<file path="src/rtl/fetch_pkg.sv">
// Shared types and constants for the instruction fetch stage.
package fetch_pkg;

    localparam logic [31:0] NOP_INST = 32'h0000_0013;
    localparam logic [31:0] PC_STEP  = 32'd4;

    typedef struct packed {
        logic [31:0] pc;
        logic [31:0] inst;
    } fetch_entry_t;

    function automatic logic [31:0] align_pc(input logic [31:0] pc);
        return {pc[31:2], 2'b00};
    endfunction

endpackage

</file>
<file path="src/rtl/fetch_fifo.sv">
// DEPTH-entry synchronous FIFO of fetch entries with a flush that empties it in one cycle.
module fetch_fifo
    import fetch_pkg::*;
#(
    parameter  int DEPTH = 2,
    localparam int PTR_W = $clog2(DEPTH),
    localparam int CNT_W = $clog2(DEPTH + 1)
) (
    input  logic         clk,
    input  logic         reset_n,
    input  logic         flush,
    input  logic         push,
    input  fetch_entry_t push_data,
    input  logic         pop,
    output fetch_entry_t head,
    output logic         empty,
    output logic         full
);

    fetch_entry_t     mem [DEPTH];
    logic [PTR_W-1:0] rd_ptr;
    logic [PTR_W-1:0] wr_ptr;
    logic [CNT_W-1:0] cnt;
    logic             do_pop;
    logic             do_push;

    assign empty   = (cnt == '0);
    assign full    = (cnt == CNT_W'(DEPTH));
    assign do_pop  = pop & ~empty;
    // A push into a full FIFO is legal only when the head leaves in the same cycle.
    assign do_push = push & (~full | do_pop) & ~flush;

    always_ff @(posedge clk or negedge reset_n) begin
        if (!reset_n) begin
            rd_ptr <= '0;
            wr_ptr <= '0;
            cnt    <= '0;
        end else if (flush) begin
            rd_ptr <= '0;
            wr_ptr <= '0;
            cnt    <= '0;
        end else begin
            if (do_pop) begin
                rd_ptr <= rd_ptr + PTR_W'(1);
            end
            if (do_push) begin
                wr_ptr <= wr_ptr + PTR_W'(1);
            end
            case ({do_push, do_pop})
                2'b10:   cnt <= cnt + CNT_W'(1);
                2'b01:   cnt <= cnt - CNT_W'(1);
                default: cnt <= cnt;
            endcase
        end
    end

    // Storage carries no reset; the empty flag gates everything read from it.
    always_ff @(posedge clk) begin
        if (do_push) begin
            mem[wr_ptr] <= push_data;
        end
    end

    assign head = mem[rd_ptr];

endmodule

</file>
<file path="src/rtl/inst_fetch_unit.sv">
// Fetch stage: owns the fetch PC, drives the ROM, queues {pc, inst} pairs for decode, handles redirects.
module inst_fetch_unit
    import fetch_pkg::*;
#(
    parameter logic [31:0] RESET_PC = 32'h0000_0000,
    parameter int          DEPTH    = 2,
    parameter int          ADDR_W   = 12
) (
    input  logic              clk,
    input  logic              reset_n,
    output logic [ADDR_W-1:0] rom_addr,
    input  logic [31:0]       rom_inst,
    input  logic              redirect_valid,
    input  logic [31:0]       redirect_pc,
    output logic              if_valid,
    input  logic              if_ready,
    output logic [31:0]       if_pc,
    output logic [31:0]       if_inst
);

    logic [31:0]  fetch_pc;
    logic         deq;
    logic         enq;
    logic         q_empty;
    logic         q_full;
    fetch_entry_t q_head;
    fetch_entry_t q_in;
    logic         unused_redirect_lsb;

    assign unused_redirect_lsb = ^redirect_pc[1:0];

    assign rom_addr = fetch_pc[ADDR_W-1:0];

    // if_valid is pure queue state, so deq never loops back into the outputs.
    assign deq = if_valid & if_ready;
    assign enq = ~redirect_valid & (~q_full | deq);

    assign q_in.pc   = fetch_pc;
    assign q_in.inst = rom_inst;

    always_ff @(posedge clk or negedge reset_n) begin
        if (!reset_n) begin
            fetch_pc <= RESET_PC;
        end else if (redirect_valid) begin
            fetch_pc <= align_pc(redirect_pc);
        end else if (enq) begin
            fetch_pc <= fetch_pc + PC_STEP;
        end
    end

    // A deq coinciding with a redirect still completes: decode takes the head before the flush lands.
    fetch_fifo #(
        .DEPTH (DEPTH)
    ) u_queue (
        .clk       (clk),
        .reset_n   (reset_n),
        .flush     (redirect_valid),
        .push      (enq),
        .push_data (q_in),
        .pop       (deq),
        .head      (q_head),
        .empty     (q_empty),
        .full      (q_full)
    );

    assign if_valid = ~q_empty;
    assign if_pc    = q_empty ? 32'h0000_0000 : q_head.pc;
    assign if_inst  = q_empty ? NOP_INST : q_head.inst;

endmodule

</file>
<file path="config.mk">
export PLATFORM = sky130hd
export DESIGN_NAME = inst_fetch_unit
export DESIGN_NICKNAME = d
export VERILOG_FILES = /design/src/rtl/fetch_pkg.sv /design/src/rtl/fetch_fifo.sv /design/src/rtl/inst_fetch_unit.sv
export SDC_FILE = /design/constraint.sdc
export NUM_CORES = 1
export LEC_CHECK = 0
export BUFFER_PORTS_ARGS = -buffer_cell sky130_fd_sc_hd__buf_2
export CORE_MARGIN = 2
export CORE_UTILIZATION = 49
export CTS_CLUSTER_SIZE = 8
export DETAILED_ROUTE_END_ITERATION = 7
export GPL_TIMING_DRIVEN = 0
export HOLD_SLACK_MARGIN = 0.03
export PLACE_DENSITY_LB_ADDON = 0.2
export SLEW_MARGIN = 30
export SYNTH_ARGS = -nofsm -noshare
export SYNTH_HDL_FRONTEND = slang
export SYNTH_SLANG_ARGS = --single-unit
</file>
<file path="constraint.sdc">
create_clock -name clk -period 5.14 [get_ports clk]
set_input_delay 0.257 -clock clk [delete_from_list [all_inputs] [get_ports clk]]
set_output_delay 0.257 -clock clk [all_outputs]
set_load 0.03 [all_outputs]
</file>
* After elaboration in Yosys (flattened, before gate mapping)
Memories as Yosys holds them, arrays and structs flattened.
Cells that the tools add are included.
** Word-level totals
- Bits in registers :: 36
- RAM bits :: 128
- Bits of input ports :: 68
- Output and inout port bits :: 77
- Logic and storage cells :: 40
- Memories kept :: 1
** Cells by class
- Add/subtract/negate cells :: 5
- Equality and inequality tests :: 3
- Multiplexer cells :: 12
- Bitwise gates (word level) :: 10
- Reduce and logical (&&, ||, !) cells :: 5
** Memory list
- u_queue.mem :: words 2, width 64, read ports 1, clocked after memory_dff 0, write ports 1, RTL line fetch_fifo.sv:20 : fetch_entry_t mem [DEPTH];
** Operator list (count)
- 2-to-1 mux 32 bit :: 4
- adder 32 x 3 -> 32 bit (second input constant) :: 1
- 2-to-1 mux 1 bit :: 6
- nonzero test 2 bit :: 3
- AND 1 bit :: 5
- == test 2 bit (second input constant) :: 2
- one-hot mux 2 bit (2 select lines) :: 1
- inverter 1 bit :: 3
- nonzero test 3 bit :: 1
- adder 1 bit (second input constant) :: 2
- adder 2 x 1 -> 2 bit (second input constant) :: 1
- == test 2 x 1 -> 1 bit (second input constant) :: 1
- logical NOT 2 bit :: 1
- 2-to-1 mux 2 bit :: 1
- bitwise OR 1 bit :: 2
- subtractor 2 x 1 -> 2 bit (second input constant) :: 1

* Longest topological paths before layout
Gate-level depths: netlist (run 1).
- Word-level depth :: 10
- Mapped depth :: 6
- Mapped depth without buffers :: 5

* By module
A second synthesis (run 1) with hierarchy kept.
** Unflattened totals
- Cells, all modules :: 538
- Area, all modules :: 7278.2 sq um
** Modules (own cells, without submodules)
- fetch_fifo :: times used 1, cells an instance 224, area each 4853.4 sq um, sequential area each 3943.8 sq um
- inst_fetch_unit :: times used 1, cells an instance 314, area each 2424.8 sq um, sequential area each 750.7 sq um

* Least setup slack after synthesis (run 1)
OpenSTA, ideal clock, no wires.
- Path kind :: input -> register
- Start point :: in redirect_valid
- End point :: mem u_queue.mem[0][0] (netlist bit) (enable)
- Library setup time :: 0.559 ns
- Arrival :: 4.922 ns
- Data required time :: 4.581 ns
- Setup slack :: -0.341 ns
- Stages on the path :: 3
- Path buffers :: 2
- Path through :: clkbuf_1 clkbuf_1 nor3_1
** Between the ends
- Word-level cells in the longest chain between the ends :: 6
** RTL lines
- from (decl) :: RTL line inst_fetch_unit.sv:13 : input logic redirect_valid,
- inverter 1 bit * :: RTL line fetch_fifo.sv:31, inst_fetch_unit.sv:36
- AND 1 bit :: RTL line inst_fetch_unit.sv:36 : assign enq = ~redirect_valid & (~q_full | deq);
- AND 1 bit :: RTL line fetch_fifo.sv:31 : assign do_push = push & (~full | do_pop) & ~flush;
- AND 1 bit * :: RTL line fetch_fifo.sv:31
- 2-to-1 mux 1 bit * :: RTL line fetch_fifo.sv:59 : if (do_push) begin
- 2-to-1 mux 1 bit (not written as such) * :: RTL line fetch_fifo.sv:60 : mem[wr_ptr] <= push_data;
- to (decl) :: RTL line fetch_fifo.sv:20
Every way passes the cells marked *; elsewhere a longest branch is shown, timed or not.

* Final worst setup path (run 1)
- Start point :: reg u_queue.cnt[0]
- End point :: out if_inst[18]
** Between the ends
- Word-level cells in the longest chain between the ends :: 2
** RTL lines
- from (decl) :: RTL line fetch_fifo.sv:23 : logic [CNT_W-1:0] cnt;
- from (signal assigned) :: RTL line fetch_fifo.sv:50 : 2'b10: cnt <= cnt + CNT_W'(1);
- from (signal assigned) :: RTL line fetch_fifo.sv:51 : 2'b01: cnt <= cnt - CNT_W'(1);
- from (signal assigned) :: RTL line fetch_fifo.sv:52 : default: cnt <= cnt;
- logical NOT 2 bit :: RTL line fetch_fifo.sv:27 : assign empty = (cnt == '0);
- 2-to-1 mux 32 bit :: RTL line inst_fetch_unit.sv:68 : assign if_inst = q_empty ? NOP_INST : q_head.inst;
- to (decl) :: RTL line inst_fetch_unit.sv:18 : output logic [31:0] if_inst
Every way passes these cells.

==> results.json, run 1 <==
{
  "status": "complete, no violations",
  "dp_hpwl_um": 9910,
  "synth_area_leader_cell": "edfxtp_1",
  "wirelength_um": 14700,
  "clk_pin_slew_ns": 0.06,
  "crit_start": "u_queue.cnt[0]",
  "grt_pass1_wl_um": 22900,
  "die_area_um2": 14700,
  "drv_slew": 0,
  "die_h_um": 121,
  "crit_type": "reg -> out",
  "clkPwrFrac": 0.359,
  "hp-class": "in -> reg",
  "numCtsBuffers": 17,
  "fp.dieW_um": 121,
  "ys_seq_elements": 158,
  "clk_latency_ns": 0.41,
  "post-cts-setup-buffers": 0,
  "cpPeakStageDelay_ns": 0.44,
  "postCtsResizedCells": 0,
  "dr.pass1.iters": 4,
  "hp-start": "rom_inst[12]",
  "yosysTopAreaCellShare": 0.555,
  "ff2ff_setup_slack_ns": 2.71,
  "critPathLaunchType": "register",
  "fin_skew_ns": 0.00723,
  "avgSynthCellArea_um2": 13.4,
  "worstPathArrival_ns": 2.37,
  "htreeDepth": 4,
  "cts_root_buf": "clkbuf_16",
  "yosys-top-cells-area": "edfxtp_1 55%, dfrtp_1 13%, mux2i_1 9.4%, nor2_1 4.5%, or4_1 1.8%",
  "grt_pass1_vias": 4566,
  "crit_path_end_kind": "output pin",
  "fin_crit_sh": 0.510,
  "finalSetupViolations": 0,
  "synth_cell_type_count": 38,
  "routabilityCongestion": 0.804,
  "grt_antenna_before_repair": 0,
  "p_switching_mw": 0.948,
  "hold_path_end": "u_queue.mem[1][12]",
  "cp_cell_sequence": "nor2_1 -> clkbuf_1 -> buf_1 -> nor2_1 -> buf_2",
  "maxCapViolCount": 0,
  "hold_viol_final": 0,
  "vias": 4718,
  "netlist_area_um2": 6710,
  "hold_depth": 1,
  "pwr-share-comb": 0.183,
  "route.detailed.drc": 0,
  "crit_fanout": 10,
  "max_slew_margin": 0.467,
  "grt_max_degree": 48,
  "layout.nets": 767,
  "avgViaCountPerCell": 5.32,
  "tns_ns": 0,
  "ant_nets": 0,
  "initial_core_util": 0.505,
  "syn_inst": 502,
  "ys_warn_count": 0,
  "p_leak_nw": 3.38,
  "gr-total-overflow": 0,
  "rsz0062_at_grt": "no",
  "layout-drive-gt1-share": 0.273,
  "cp_slowest_cell": "clkbuf_1",
  "tightest_slew_ns": 0.799,
  "intPower_mw": 2.47,
  "port_buffers": 137,
  "yosysSeqAreaShare": 0.681,
  "dr.first_iter.drc_count": 250,
  "rows": 42,
  "fin_util": 0.649,
  "cts_tree": "yes",
  "grt.total_usage": 0.206,
  "cp_data_required_time_ns": 4.88,
  "period_minus_slack_ns": 2.62,
  "power.density_nw_per_um2": 396,
  "reg2reg_depth": 6,
  "nFillCells": 1045,
  "antenna_cells": 0,
  "rr_startpoint": "fetch_pc[2]",
  "clock_sinks": 158,
  "irDropWorstVdd_mv": 0.219,
  "core_area_um2": 13300,
  "seqPwrFrac": 0.458,
  "pin_count": 145,
  "path_common_cell": "nor2_1",
  "r2r-end": "fetch_pc[26]",
  "netSwitchingFraction": 0.278,
  "syn_to_final_growth_pct": 28.6,
  "clockBufferDepth": 2,
  "wire_per_inst_um": 16.5,
  "max_freq_mhz": 381
}
synth_stat cells:
cell type / count
and3_1: 4
or4b_1: 3
nand4_2: 1
nor3_1: 3
nand2_1: 27
xor2_1: 5
and4_1: 4
or3b_2: 1
nor4_1: 2
o41ai_1: 4
conb_1: 1
o211ai_1: 2
nor3b_1: 1
and2_1: 1
buf_4: 14
a311o_1: 1
nor2_1: 80
o21ai_0: 11
edfxtp_1: 124
clkbuf_1: 22
ha_1: 1
or3_1: 3
nor2b_1: 1
mux2i_1: 63
buf_6: 1
nand3_1: 15
dfrtp_1: 34
o31ai_1: 9
or4_1: 16
nand4_1: 10
a21oi_1: 2
a211o_1: 3
xnor2_1: 6
buf_1: 1
buf_2: 2
clkinv_1: 1
a31oi_1: 15
inv_1: 8
flip-flops by register name, indices dropped and copies added (netlist names):
| name | count |
|---|---|
| u_queue.wr_ptr | 1 |
| u_queue.rd_ptr | 1 |
| u_queue.mem | 124 |
| fetch_pc | 30 |
| u_queue.cnt | 2 |
final cells by class:
class | count | area (µm²) | area share
sequential | 158 | 4570 | 0.530
buffer | 40 | 213 | 0.0246
inverter | 9 | 33.8 | 0.00391
tap | 176 | 220 | 0.0255
clock buffer | 18 | 429 | 0.0497
timing repair buffer | 174 | 1090 | 0.126
multi-input combinational | 298 | 1930 | 0.223
clock inverter | 14 | 150 | 0.0174
routing by layer:
metal / up-vias / track usage / wire length, µm / part of all wire
li1: 2253 / - / - / -
met2: 178 / 0.344 / 7390 / 0.50
met1: 2270 / 0.261 / 6210 / 0.42
met4: 0 / 0.0821 / 204 / 0.014
met3: 17 / 0.0484 / 866 / 0.059
met5: - / 0 / 0 / 0
power by group through the flow:
stage                     sequential (mW)  combinational [mW]  clock (mW)
after floorplan                      1.57               0.421           0
after CTS                            1.56               0.633        1.24
after detailed placement             1.59               0.611           0
after global placement               1.59               0.586           0
final                                1.57               0.626        1.22
after global routing                 1.58               0.676        1.29
layout by cell type, fill, tap and decap left out, types with 6 or more instances in the layout:
| cell | instances |
|---|---|
| buf_4 | 14 |
| nand3_1 | 15 |
| dfrtp_1 | 34 |
| o31ai_1 | 9 |
| dlygate4sd3_1 | 31 |
| or4_1 | 16 |
| mux2i_1 | 63 |
| nand4_1 | 10 |
| o21ai_0 | 11 |
| buf_2 | 139 |
| edfxtp_1 | 124 |
| nor2_1 | 80 |
| clkbuf_1 | 23 |
| inv_1 | 8 |
| clkinv_2 | 6 |
| a31oi_1 | 15 |
| clkbuf_16 | 17 |
| xnor2_1 | 6 |
| nand2_1 | 27 |
cells by family (layout without fill, tap and decap cells):
| kind of cell | after synthesis | count (layout) | synth area share |
|---|---|---|---|
| DFF | 158 | 158 | 0.681 |
| xor gates and xnor gates | 11 | 11 | 0.0143 |
| buffers and inverters | 49 | 255 | 0.0367 |
| muxes | 63 | 63 | 0.0939 |
| other | 1 | 4 | 0.000559 |
| AOI/OAI and AO/OA | 47 | 47 | 0.0466 |
| adders and majority gates | 1 | 1 | 0.00186 |
| and+or+nand+nor | 172 | 172 | 0.125 |
timing repair:
action	in CTS	in global routing
setup endpoints to repair	0	0
hold buffers	31	0
hold endpoints to repair	94	0
metrics by stage:
| step | std cells | area, µm² | setup slack [ns] | power (mW) | hold slack (ns) |
|---|---|---|---|---|---|
| 6_report | 887 | 8630 | 2.52 | 3.42 | 0.0494 |
| 5_1_grt | 887 | 8630 | 2.26 | 3.55 | 0.0388 |
| 4_1_cts | 887 | 8630 | 2.43 | 3.44 | 0.0314 |
| 3_5_place_dp | 824 | 7740 | 2.73 | 2.20 | 0.388 |
| 3_3_place_gp | 818 | 7640 | 0.162 | 2.18 | 0.376 |
| 2_1_floorplan | 505 | 6730 | 1.56 | 1.99 | -0.0386 |
critical path: cells and delay by family (launching register included):
kind | cells | cell delay, ns
flops | 1 | 0.42
simple gates | 2 | 0.48
buf+inv | 3 | 1.05
how the worst max path moves through the flow:
stage | to | cells past startpoint
floorplan | u_queue.mem[0][0] | 3
global placement | u_queue.mem[0][15] | 3
detailed placement | fetch_pc[26] | 6
CTS | if_inst[18] | 5
global route | if_inst[18] | 5
finish | if_inst[18] | 5
(Power assumes the default switching activity.)
==> run 2, diff against run 1 <==
ABC_AREA = 1   (was not set)
CORE_UTILIZATION = 55   (was 49)
clock period = 2.5 ns   (was 5.14 ns; I/O delays follow)
==> run 2 against run 1 <==
Effect of this change: sequential power rose by 110%; non-clock buffer count grew 32; critical endpoint is now u_queue.mem[1][2]; largest power group unchanged; critical path type is now reg -> reg; worst hold slack lost 0.0067 ns; combinational power grew 92%.
==> results.json, run 2 <==
{
  "avgSynthCellArea_um2": 9.87,
  "core_area_um2": 12600,
  "largest_reg_flops": 124,
  "fin_crit_sh": 0.927,
  "syn_inst": 714,
  "synth_area_leader_cell": "edfxtp_1",
  "period_minus_slack_ns": 2.32,
  "htreeDepth": 4,
  "clockBufferDepth": 2,
  "hp-class": "in -> reg",
  "final_cell_mix": "283 x nand2_1, 144 x buf_2, 124 x edfxtp_1",
  "antenna_cells": 0,
  "setup_slack_ns": 0.182,
  "ys_seq_elements": 158,
  "finalSetupViolations": 0,
  "fin_skew_ns": 0.00473,
  "final_common_cell": "nand2_1",
  "p_leak_nw": 3.95,
  "hold_depth": 4,
  "max_freq_mhz": 431,
  "ys_warn_count": 0,
  "crit_path_end_kind": "register",
  "synth_common_cells": "283 x nand2_1, 124 x edfxtp_1, 64 x a21oi_1",
  "pin_count": 145,
  "top_regs": "u_queue.mem x124, fetch_pc x30, u_queue.cnt x2",
  "finalInstanceArea_um2": 9270,
  "power_mw": 6.75,
  "dp.cells": 1031,
  "synth_edf_count": 124,
  "grt_antenna_before_repair": 0,
  "synth_most_common_cell": "nand2_1",
  "syn_to_final_growth_pct": 31.5,
  "tightest_slew_ns": 0.819,
  "port_buffers": 137,
  "avgViaCountPerCell": 5.15,
  "rsz0062_at_grt": "no",
  "ant_nets": 0,
  "grt.total_usage": 0.262,
  "worstPathArrival_ns": 2.43,
  "crit_type": "reg -> reg",
  "layout-drive-gt1-share": 0.221,
  "pre_cts_ws_ns": 0.209,
  "rows": 41,
  "routabilityCongestion": 0.912,
  "synth_cell_type_count": 29,
  "dp_hpwl_um": 11600,
  "crit_fanout": 23,
  "grt_max_degree": 35,
  "synth-async-reset-ratio": 0.215,
  "layout.nets": 1009,
  "maxCapViolCount": 0,
  "fin_util": 0.737,
  "clk_latency_ns": 0.41,
  "numCtsBuffers": 17,
  "initial_core_util": 0.561,
  "reg2reg_depth": 8,
  "postCtsResizedCells": 0,
  "route.detailed.drc": 0,
  "synthFlopType": "edfxtp_1",
  "fp.dieW_um": 117,
  "die_h_um": 117,
  "dpl-instance-area_um2": 8110,
  "irDropWorstVdd_mv": 0.436,
  "nFillCells": 879,
  "cts_root_buf": "clkbuf_16",
  "yosysTopAreaCellShare": 0.528,
  "hold_viol_final": 0,
  "grt_pass1_wl_um": 26800,
  "dr.pass1.iters": 5,
  "gr-total-overflow": 0,
  "power.density_nw_per_um2": 728,
  "grt_pass1_vias": 5522,
  "yosysSeqAreaShare": 0.649,
  "yosys-top-cells-area": "edfxtp_1 53%, nand2_1 15%, dfrtp_1 12%, a21oi_1 4.5%, nand3_1 2.9%",
  "hold-worst-slack_ns": 0.0428,
  "clk_pin_slew_ns": 0.06,
  "clock_sinks": 158,
  "wire_per_inst_um": 15.5,
  "drv_slew": 0,
  "vias": 5793,
  "wirelength_um": 17500,
  "top_register": "u_queue.mem",
  "tns_ns": 0,
  "dr.first_iter.drc_count": 481,
  "die_area_um2": 13700,
  "ff2ff_setup_slack_ns": 0.18,
  "netlist_area_um2": 7050,
  "critPathLaunchType": "register",
  "fin_cells": 1125,
  "max_slew_margin": 0.454,
  "cp_data_required_time_ns": 2.62,
  "status": "complete, no violations",
  "cts_tree": "yes"
}
## run 2: routing by layer
metal  track usage  vias to the layer above  share of wire  routed length, µm
met5             0                        -              0                  0
met4         0.111                        0          0.021                367
met3        0.0530                       30          0.064               1120
met2         0.444                      218           0.50               8690
met1         0.329                     2726           0.42               7300
li1              -                     2819              -                  -
## run 2: worst paths after layout
| kind | start | endpoint |
|---|---|---|
| worst max-delay path | u_queue.cnt[1] | u_queue.mem[1][2] |
| worst min-delay path | redirect_pc[17] | fetch_pc[17] |
| worst max register to register | u_queue.cnt[1] | u_queue.mem[1][2] |
| worst min register to register | fetch_pc[28] | u_queue.mem[1][60] |
| max in group asynchronous | reset_n | fetch_pc[22] |
| min in group asynchronous | reset_n | fetch_pc[23] |
## run 2: logic make-up after synthesis
logic type	synth area share
DFF	0.649
buffers and inverters	0.0504
other	0.000532
adders and majority gates	0.00177
xor gates and xnor gates	0.0137
and+or+nand+nor	0.224
AOI/OAI and AO/OA	0.0605
## run 2: what timing repair did
item	in CTS	in global routing
hold endpoints to repair	127	0
buffers inserted	0	0
hold buffers	62	0
## run 2: area by class of cell
class | instances | area, µm² | area share
Sequential cell | 158 | 4570 | 0.494
Multi-Input combinational cell | 482 | 2140 | 0.231
Timing Repair Buffer | 204 | 1440 | 0.156
Clock buffer | 20 | 437 | 0.0471
Buffer | 42 | 223 | 0.0240
Tap cell | 172 | 215 | 0.0232
Inverter | 35 | 133 | 0.0143
Clock inverter | 12 | 97.6 | 0.0105
## run 2: power by group
group	internal (mW)	switching, mW	leakage (nW)
Sequential	3.07	0.154	1.58
Clock	1.35	0.966	0.255
Combinational	0.408	0.792	2.12
Total	4.83	1.91	3.95
## run 2: worst max-delay path, cell delays in order (launching register included)
cell	delay, ns
dfrtp_1	0.38
inv_1	0.09
nor2_1	0.06
nand2_1	0.19
nand2_1	0.11
buf_4	0.20
nor2_4	0.53
buf_16	0.25
buf_16	0.19
==> run 3, diff against run 2 <==
GPL_TIMING_DRIVEN = not set   (was 0)
==> run 3 against run 2 <==
Effect of this change: first-iteration DRC count down 1.2%; critical path type unchanged; highest routed layer unchanged; largest cell class unchanged; worst hold slack better by 0.046 ns; utilization fell by 1.7 points; non-clock buffer count shrank 32; fmax is 1.1% lower; combinational power down 6%.
==> results.json, run 3 (synthesis gave the netlist of run 2 again) <==
{
  "route.detailed.drc": 0,
  "status": "complete, no violations",
  "gr-total-overflow": 0,
  "power_mw": 6.62,
  "final_common_cell": "nand2_1",
  "p_leak_nw": 3.84,
  "hold_depth": 5,
  "core_area_um2": 12600,
  "rsz0062_at_grt": "no",
  "crit_path_end_kind": "register",
  "cts_tree": "yes",
  "grt.total_usage": 0.243,
  "max_slew_margin": 0.458,
  "dp_hpwl_um": 10300,
  "die_area_um2": 13700,
  "initial_core_util": 0.561,
  "dr.pass1.iters": 5,
  "nFillCells": 894,
  "finalInstanceArea_um2": 9050,
  "use_met3": 0.0484,
  "hp-start": "redirect_pc[28]",
  "pin_count": 145,
  "final_cell_mix": "283 x nand2_1, 138 x buf_2, 124 x edfxtp_1",
  "layout-drive-gt1-share": 0.211,
  "maxCapViolCount": 0,
  "tightest_slew_ns": 0.813,
  "dr.first_iter.drc_count": 475,
  "dp.cells": 996,
  "cp_data_required_time_ns": 2.80,
  "clk_latency_ns": 0.42,
  "hp-class": "in -> reg",
  "crit_type": "reg -> reg",
  "hold_viol_final": 0,
  "crit_fanout": 7,
  "antenna_cells": 0,
  "post-cts-setup-buffers": 0,
  "ff2ff_setup_slack_ns": 0.16,
  "dpl-instance-area_um2": 7890,
  "rows": 41,
  "fin_crit_sh": 0.938,
  "busiest_layer": "met2",
  "grt_antenna_before_repair": 0,
  "top_regs": "u_queue.mem x124, fetch_pc x30, u_queue.cnt x2",
  "period_minus_slack_ns": 2.34,
  "hold_path_end": "fetch_pc[28]",
  "grt_pass1_wl_um": 25200,
  "grt_max_degree": 64,
  "worstPathArrival_ns": 2.64,
  "wire_per_inst_um": 15.0,
  "avgViaCountPerCell": 5.15,
  "clock_sinks": 158,
  "clockBufferDepth": 2,
  "fp.dieW_um": 117,
  "max_freq_mhz": 427,
  "ant_nets": 0,
  "numCtsBuffers": 17,
  "wirelength_um": 16300,
  "power.density_nw_per_um2": 731,
  "irDropWorstVdd_mv": 0.353,
  "grt_pass1_vias": 5541,
  "syn_to_final_growth_pct": 28.5,
  "critPathLaunchType": "register",
  "clk_pin_slew_ns": 0.06,
  "finalSetupViolations": 0,
  "port_buffers": 138,
  "fin_skew_ns": 0.0112,
  "fin_cells": 1092,
  "die_h_um": 117,
  "r2r-end": "fetch_pc[14]",
  "htreeDepth": 4,
  "layout.nets": 977,
  "cts_root_buf": "clkbuf_16",
  "reg2reg_depth": 9,
  "grt_util_met2": 0.414,
  "vias": 5628,
  "top_register": "u_queue.mem",
  "routabilityCongestion": 0.990,
  "drv_slew": 0,
  "largest_reg_flops": 124,
  "rr_startpoint": "fetch_pc[2]",
  "tns_ns": 0,
  "gr-usage-met1": 0.304
}
==> run 3: worst max-delay path by stage <==
stage	from	endpoint	slack, ns	depth (start not counted)
floorplan	u_queue.cnt[1]	u_queue.mem[0][0]	0.29	6
global placement	u_queue.cnt[1]	u_queue.mem[0][55]	0.64	6
detailed placement	u_queue.cnt[1]	fetch_pc[9]	0.57	7
CTS	fetch_pc[2]	fetch_pc[14]	0.17	9
global route	fetch_pc[2]	fetch_pc[14]	0.001	9
finish	fetch_pc[2]	fetch_pc[14]	0.16	9
==> run 3: area by class of cell <==
| cell class | count | area [µm²] | share of cell area |
|---|---|---|---|
| Clock buffer | 20 | 437 | 0.0482 |
| Tap cell | 172 | 215 | 0.0238 |
| Multi-Input combinational cell | 482 | 2160 | 0.238 |
| Inverter | 35 | 133 | 0.0146 |
| Sequential cell | 158 | 4580 | 0.505 |
| Timing Repair Buffer | 214 | 1460 | 0.161 |
| Clock inverter | 11 | 76.3 | 0.00843 |
==> run 3: worst max-delay path: stages, from the launching register on <==
cell and delay, ns:
dfrtp_1 0.50, ha_1 0.34, inv_1 0.10, nor2_1 0.12, nand2_1 0.15, nor3_2 0.23
nand2_1 0.08, nand3_1 0.08, nand2_1 0.06, dlygate4sd3_1 0.57
==> run 3: metrics by stage <==
stage / util / worst slack [ns] / hold slack, ns
global placement: 0.627 / 0.644 / 0.236
floorplan: - / 0.291 / -0.171
finish: 0.720 / 0.156 / 0.0887
CTS: 0.720 / 0.173 / 0.0539
global route: 0.720 / 0.00120 / 0.103
detailed placement: 0.627 / 0.566 / 0.249
==> run 3: power breakdown <==
part | internal [mW] | switching [mW]
registers | 3.07 | 0.154
clock network | 1.33 | 0.933
logic | 0.364 | 0.764
total | 4.77 | 1.85
==> run 3: timing repair <==
item | CTS | global route
endpoints found under the setup margin | 0 | 1
resized for setup | 0 | 1
hold buffers | 65 | 0
hold endpoints to repair | 129 | 0
==> run 3: layer usage <==
layer  wire length (µm)  part of all wire
met1               6890              0.42
met2               8090              0.49
met5                  0                 0
met4                342             0.021
met3               1020             0.063
